--- src/rtl/up_mem_loader.sv ---
// up_mem_loader: framed byte-stream host loader sitting in front of the up memory.
// Frames: CMD_WR addr len data... [csum] writes memory; CMD_RD addr len reads it back.
// Ports:
//   clk, rst        clock, asynchronous active-high reset
//   rx_data/valid/ready  inbound command/data stream
//   tx_data/valid/ready  read-back stream
//   mem_addr/wdata/we    memory write port and shared address
//   mem_rdata/rdy        memory combinational read data and its valid
//   busy            frame in progress (CPU must be held)
//   err             one-cycle pulse on a bad command byte or bad checksum
// Build option: define UP_MEM_LOADER_CHECKSUM_EN to require a trailing
// checksum byte (sum mod 256 of addr, len and data) on write frames.
module up_mem_loader #(
    parameter int unsigned   AW     = 8,
    parameter int unsigned   DW     = 8,
    parameter logic [DW-1:0] CMD_WR = 8'h57,
    parameter logic [DW-1:0] CMD_RD = 8'h52
) (
    input  logic          clk,
    input  logic          rst,
    input  logic [DW-1:0] rx_data,
    input  logic          rx_valid,
    output logic          rx_ready,
    output logic [DW-1:0] tx_data,
    output logic          tx_valid,
    input  logic          tx_ready,
    output logic [AW-1:0] mem_addr,
    output logic [DW-1:0] mem_wdata,
    output logic          mem_we,
    input  logic [DW-1:0] mem_rdata,
    input  logic          mem_rdy,
    output logic          busy,
    output logic          err
);

    // Count needs one extra bit so a length byte of 0 can mean 2^AW.
    localparam int unsigned CW = AW + 1;

    typedef enum logic [2:0] {
        S_IDLE,
        S_ADDR,
        S_LEN,
        S_WDATA,
        S_RDATA
`ifdef UP_MEM_LOADER_CHECKSUM_EN
        ,
        S_CSUM
`endif
    } state_t;

    state_t          r_state;
    state_t          w_next;
    logic            r_op_wr;
    logic [AW-1:0]   r_addr;
    logic [CW-1:0]   r_count;
    logic            r_err;

    logic            w_rx_acc;
    logic            w_tx_acc;
    logic            w_last;
    logic            w_is_cmd;
    logic            w_bad_cmd;
    logic            w_bad_sum;

`ifdef UP_MEM_LOADER_CHECKSUM_EN
    logic [DW-1:0]   r_sum;
`endif

    assign w_rx_acc  = rx_valid & rx_ready;
    assign w_tx_acc  = tx_valid & tx_ready;
    assign w_last    = (r_count == CW'(1));
    assign w_is_cmd  = (rx_data == CMD_WR) || (rx_data == CMD_RD);
    assign w_bad_cmd = (r_state == S_IDLE) && w_rx_acc && !w_is_cmd;

`ifdef UP_MEM_LOADER_CHECKSUM_EN
    assign w_bad_sum = (r_state == S_CSUM) && w_rx_acc && (rx_data != r_sum);
`else
    assign w_bad_sum = 1'b0;
`endif

    // State register.
    always_ff @(posedge clk or posedge rst) begin
        if (rst) begin
            r_state <= S_IDLE;
        end else begin
            r_state <= w_next;
        end
    end

    // Next-state logic.
    always_comb begin
        w_next = r_state;
        case (r_state)
            S_IDLE: begin
                if (w_rx_acc && w_is_cmd) begin
                    w_next = S_ADDR;
                end
            end
            S_ADDR: begin
                if (w_rx_acc) begin
                    w_next = S_LEN;
                end
            end
            S_LEN: begin
                if (w_rx_acc) begin
                    w_next = r_op_wr ? S_WDATA : S_RDATA;
                end
            end
            S_WDATA: begin
                if (w_rx_acc && w_last) begin
`ifdef UP_MEM_LOADER_CHECKSUM_EN
                    w_next = S_CSUM;
`else
                    w_next = S_IDLE;
`endif
                end
            end
            S_RDATA: begin
                if (w_tx_acc && w_last) begin
                    w_next = S_IDLE;
                end
            end
`ifdef UP_MEM_LOADER_CHECKSUM_EN
            S_CSUM: begin
                if (w_rx_acc) begin
                    w_next = S_IDLE;
                end
            end
`endif
            default: w_next = S_IDLE;
        endcase
    end

    // Output logic: only one stream is open per state.
    always_comb begin
        rx_ready = 1'b1;
        tx_valid = 1'b0;
        mem_we   = 1'b0;
        busy     = (r_state != S_IDLE);
        case (r_state)
            S_WDATA: mem_we = rx_valid;
            S_RDATA: begin
                rx_ready = 1'b0;
                tx_valid = mem_rdy;
            end
            default: ;
        endcase
    end

    // Memory writes land on the same edge the data byte is accepted, so
    // the write port is a direct pass-through of the inbound byte.
    assign mem_addr  = r_addr;
    assign mem_wdata = rx_data;
    assign tx_data   = mem_rdata;
    assign err       = r_err;

    // Frame datapath: opcode, address pointer, remaining count, error pulse.
    always_ff @(posedge clk or posedge rst) begin
        if (rst) begin
            r_op_wr <= 1'b0;
            r_addr  <= '0;
            r_count <= '0;
            r_err   <= 1'b0;
        end else begin
            r_err <= w_bad_cmd | w_bad_sum;
            case (r_state)
                S_IDLE: begin
                    if (w_rx_acc) begin
                        r_op_wr <= (rx_data == CMD_WR);
                    end
                end
                S_ADDR: begin
                    if (w_rx_acc) begin
                        r_addr <= rx_data[AW-1:0];
                    end
                end
                S_LEN: begin
                    if (w_rx_acc) begin
                        r_count <= {(rx_data[AW-1:0] == '0), rx_data[AW-1:0]};
                    end
                end
                S_WDATA: begin
                    if (w_rx_acc) begin
                        r_addr  <= r_addr + AW'(1);
                        r_count <= r_count - CW'(1);
                    end
                end
                S_RDATA: begin
                    if (w_tx_acc) begin
                        r_addr  <= r_addr + AW'(1);
                        r_count <= r_count - CW'(1);
                    end
                end
                default: ;
            endcase
        end
    end

`ifdef UP_MEM_LOADER_CHECKSUM_EN
    // Running sum of addr, len and data bytes for the trailing check byte.
    always_ff @(posedge clk or posedge rst) begin
        if (rst) begin
            r_sum <= '0;
        end else if (w_rx_acc) begin
            case (r_state)
                S_ADDR:  r_sum <= rx_data;
                S_LEN:   r_sum <= r_sum + rx_data;
                S_WDATA: r_sum <= r_sum + rx_data;
                default: ;
            endcase
        end
    end
`endif

endmodule

--- config.mk ---
export PLATFORM = sky130hd
export DESIGN_NAME = up_mem_loader
export DESIGN_NICKNAME = d
export VERILOG_FILES = /design/src/rtl/up_mem_loader.sv
export SDC_FILE = /design/constraint.sdc
export NUM_CORES = 1
export LEC_CHECK = 0
export CAP_MARGIN = 30
export CORE_UTILIZATION = 42
export CTS_CLUSTER_DIAMETER = 200
export DETAILED_ROUTE_END_ITERATION = 7
export HOLD_SLACK_MARGIN = 0.05
export PLACE_DENSITY = 0.73
export SLEW_MARGIN = 30
export SYNTH_ARGS = -nofsm -noshare
export SYNTH_HDL_FRONTEND = slang
export SYNTH_SLANG_ARGS = --single-unit
--- constraint.sdc ---
create_clock -name clk -period 2 [get_ports clk]
set_clock_uncertainty 0.1 [all_clocks]
set_input_delay 0.3 -clock clk [delete_from_list [all_inputs] [get_ports clk]]
set_output_delay 0.3 -clock clk [all_outputs]
set_load 0.02 [all_outputs]
# Word level (Yosys, flattened, before mapping)
# Index checks and enable logic that the tools add are counted.
[word_totals]
reg_bits = 22
out_inout_bits = 29
word_cells = 57
in_bits = 21
[op_classes]
muxes = 18
reduce_logical = 16
n_addsub = 2
n_bitwise = 2
n_eq_ne = 14
[ops]
columns = ["op", "n"]
rows = [
  ["$mux W9", 3],
  ["$pmux W9 S3", 1],
  ["$mux W8", 3],
  ["$pmux W8 S3", 1],
  ["$mux W3", 6],
  ["$eq A8 B7 Y1 const B", 2],
  ["$pmux W3 S5", 1],
  ["$ne A2 B2 Y1 const B", 6],
  ["$eq A9 B1 Y1 const B", 1],
  ["$reduce_bool A3 Y1", 3],
  ["$sub A9 B1 Y9 const B", 1],
  ["$add A8 B1 Y8 const B", 1],
  ["$logic_not A8 Y1", 1],
  ["$reduce_and A4 Y1", 2],
  ["$eq A3 B2 Y1 const B", 2],
  ["$logic_and A1 B1 Y1", 5],
  ["$reduce_and A5 Y1", 1],
  ["$eq A3 B1 Y1 const B", 1],
  ["$eq A3 B3 Y1 const B", 1],
  ["$logic_not A3 Y1", 1],
  ["$mux W1", 3],
  ["$and A1 B1 Y1", 2],
  ["$ne A2 B1 Y1 const B", 1],
  ["$reduce_and A2 Y1", 1],
  ["other kinds (2)", 2],
]

# Depth between registers and ports, before layout
[logic_depth]
word_depth = 6
ltp_mapped = 8
ltp_nobuf = 6

# Worst setup path after synthesis
# No wires, ideal clock.
[synth_path]
path_type = "reg-to-reg"
from = "register r_count[5]"
to = "register r_state[0]"
stages_incl_launch_ff = 5
t_required_ns = 1.775
path_slack_ns = -0.227
setup_time_ns = 0.125
t_arrival_ns = 2.002
path_cell_list = "dfrtp_1 > or4_4 > or4_4 > a211oi_2 > mux2_2"
[synth_between]
elab_chain_cells = 4
elab_cells_between_ends = 6
[synth_rtl]
columns = ["element", "line_no", "rtl"]
rows = [
  ["start, declared", "55", "logic [CW-1:0] r_count;"],
  ["start signal, assigned", "179", "r_count <= {(rx_data[AW-1:0] == '0), rx_data[AW-1:0]};"],
  ["start signal, assigned", "185", "r_count <= r_count - CW'(1);"],
  ["start signal, assigned", "191", "r_count <= r_count - CW'(1);"],
  ["$eq A9 B1 Y1 (*)", "71", "assign w_last = (r_count == CW'(1));"],
  ["$logic_and A1 B1 Y1, on equally long branches", "119, 110", ""],
  ["$ne A2 B2 Y1 (no source line)", "n/a", ""],
  ["$reduce_and A5 Y1 (no source line) (*)", "n/a", ""],
  ["end signal, assigned", "86", "r_state <= w_next;"],
  ["end, declared", "51", "state_t r_state;"],
]
# Mark *: on every way between the ends. The rest lies on a longest branch, timed or not.
# A chain may end at the register's enable or synchronous reset.

# Worst setup path after layout
[layout_path]
from = "register r_count[6]"
to = "register r_state[0]"
# The elaborated chain is that of the path after synthesis.

==> impl_metrics.ini <==
[critical_path]
cp.arrival_ns = 2.26
required_ns = 2.12
crit_path_end_kind = flop
r2r_start = r_count[6]
critical_path_class = flop to flop
crit_fanout = 3
critPathLaunch = r_count[6]
cp-start-kind = flop

[logic_synthesis]
syn_inst = 178
synthMuxAreaShare = 0.0268
synth_flop_cell = dfrtp_1
ys_types = 42
synth_nets = 202
synth_top_family_by_area = compound AO/OA/AOI/OAI gates
synth_area_per_cell_sq_um = 8.66
seq_area_frac_synth = 0.357
async_reset_ff_frac = 1.00
synth_edf_count = 0
synthXorXnorAreaFrac = 0.00568
synth_simple_gate_area_share = 0.215
syn_area_sq_mm = 0.00154
ys_seq_elements = 22
synth_warnings = 0
synth-compound-area-share = 0.252
synth_fa_ha_area_frac = 0.0244

[clock_network]
cts_root_buf = clkbuf_4
htree_levels = 1
clockBufferDepth = 2
tritoncts = built
path_clk_slew_ns = 0.14
hold_buffers = 0
insertion_delay_ns = 0.32
cts.sinks = 22
cts_buffers = 3

[cells_and_area]
most-common-layout-cells = 29 x clkdlybuf4s50_1, 22 x dfrtp_1, 21 x buf_4, 13 x a21oi_1, 11 x nor3_1
multi_input_area_sq_um = 822
regArea_sq_um = 551
final_common_cell = clkdlybuf4s50_1
fillCellCount = 327
drive_above_1_share = 0.169
fin_nets = 238
num_antenna_cells = 0
fin_area_sq_mm = 0.00199
area_growth_syn_to_layout_pct = 29.2

[route]
wl_per_cell_um = 15.5
dr.pass1.iters = 4
drc_errors = 0
drt-initial-drc-count = 157
finalWirelength_mm = 4.02
vias = 1502
vias_per_cell = 5.80
ant_nets = 0

[grt]
antenna_found_initial = 0
grt_pass1_wl_mm = 6.71
grt_max_degree = 24
grt_pass1_vias = 1458
grt_overflow = 0
grt.total_usage = 0.217

[die]
start_util = 0.451
die_y_um = 62.6
num_rows = 21
io_pins = 50
die_w_um = 62.6
die_area_sq_mm = 0.00392
coreArea_sq_mm = 0.00342

[sta]
hold_viol_final = 0
fmax_mhz = 469
slew_headroom = 0.663
finalCritPeriodShare = 1.07
setup_viol = 1
worstMarginPinSlew_ns = 0.506
maxSlewViolCount = 0
period_needed_ns = 2.13
rsz0062_at_grt = yes
fin_ws_ns = -0.130
tns_ns = -0.130

[placed_design]
hpwlAfterDp_mm = 2.97
place_congestion = 0.861
dpl_cell_area_sq_mm = 0.00196
place_ws_ns = -0.112
portBuffers = 33

[power_and_ir_drop]
p_leak_nw = 0.847
p_per_area_mw_per_mm2 = 895
vdd_ir_drop_max_mv = 0.581

[flow_run]
maxCapViolations = 0

[hold_path]
hold_class = input port to async pin

[run_status]
violations = negative setup slack
status = finished with violations
-- critical path: stages (launching register included) --
cell,delay (ns)
dfrtp_1,0.41
or4_4,0.53
or4_4,0.44
a211oi_2,0.23
mux2_4,0.32
-- power by group --
part | switching, mW | leakage (nW) | total, mW | internal (mW)
sequential | 0.180 | 0.272 | 0.783 | 0.604
combinational | 0.351 | 0.554 | 0.743 | 0.392
clock | 0.145 | 0.0210 | 0.256 | 0.111
-- path summary, 6_finish.rpt --
kind,to,slack (ns),depth (start not counted)
worst max-delay path,r_state[0],-0.13,4
worst min-delay path,r_state[1],0.21,3
worst max register to register,r_state[0],-0.13,4
worst min register to register,mem_addr[7],0.44,1
max in group asynchronous,mem_addr[5],1.36,3
min in group clk,mem_addr[7],0.44,1
-- through the flow --
stage	power (mW)	instances	hold WS (ns)	util
floorplan	1.17	178	0.189	-
global placement	1.51	255	0.410	0.573
detailed placement	1.53	255	0.403	0.573
CTS	1.78	259	0.228	0.585
global route	1.91	259	0.238	0.583
finish	1.78	259	0.207	0.583
-- state kept, by name, summed over array words and instances (netlist names) --
signal,flops
r_state,3
err,1
r_count,9
r_op_wr,1
mem_addr,8
-- metal layers --
metal	part of all wire	vias to the layer above	global-route usage
met5	0	-	0
met4	0.011	0	0.0901
met3	0.049	4	0.0347
met2	0.49	53	0.364
met1	0.45	723	0.275
li1	-	722	-
-- final cells by class --
type | count | area share
multi-input cells | 124 | 0.413
flip-flops and latches | 22 | 0.276
repair buffers | 55 | 0.249
well taps | 46 | 0.0289
clock buffers | 4 | 0.0182
inverters | 8 | 0.0151
-- cells by family after synthesis --
| family | count (synthesis) |
|---|---|
| flops | 22 |
| buf+inv | 32 |
| fa+ha+maj | 3 |
| mux | 4 |
| simple gates | 60 |
| xor+xnor | 1 |
| compound gates | 56 |
-- Yosys cell counts, drive strengths merged (4+ instances only) --
cell type	count	share of area
o22a	10	0.058
o21ai	8	0.026
a31oi	10	0.041
a21oi	13	0.042
nor3	11	0.036
dfrtp	22	0.36
buf	19	0.088
inv	8	0.019
clkbuf	5	0.012
nand2	9	0.022
or4	4	0.024
nand3	5	0.016
nor2	10	0.024
-- timing repair --
item                       CTS  global route
gates resized for setup      6             4
pin swaps                    0             0
buffers inserted             0             0
setup endpoints to repair    8             3
(Power assumes the default switching activity.)
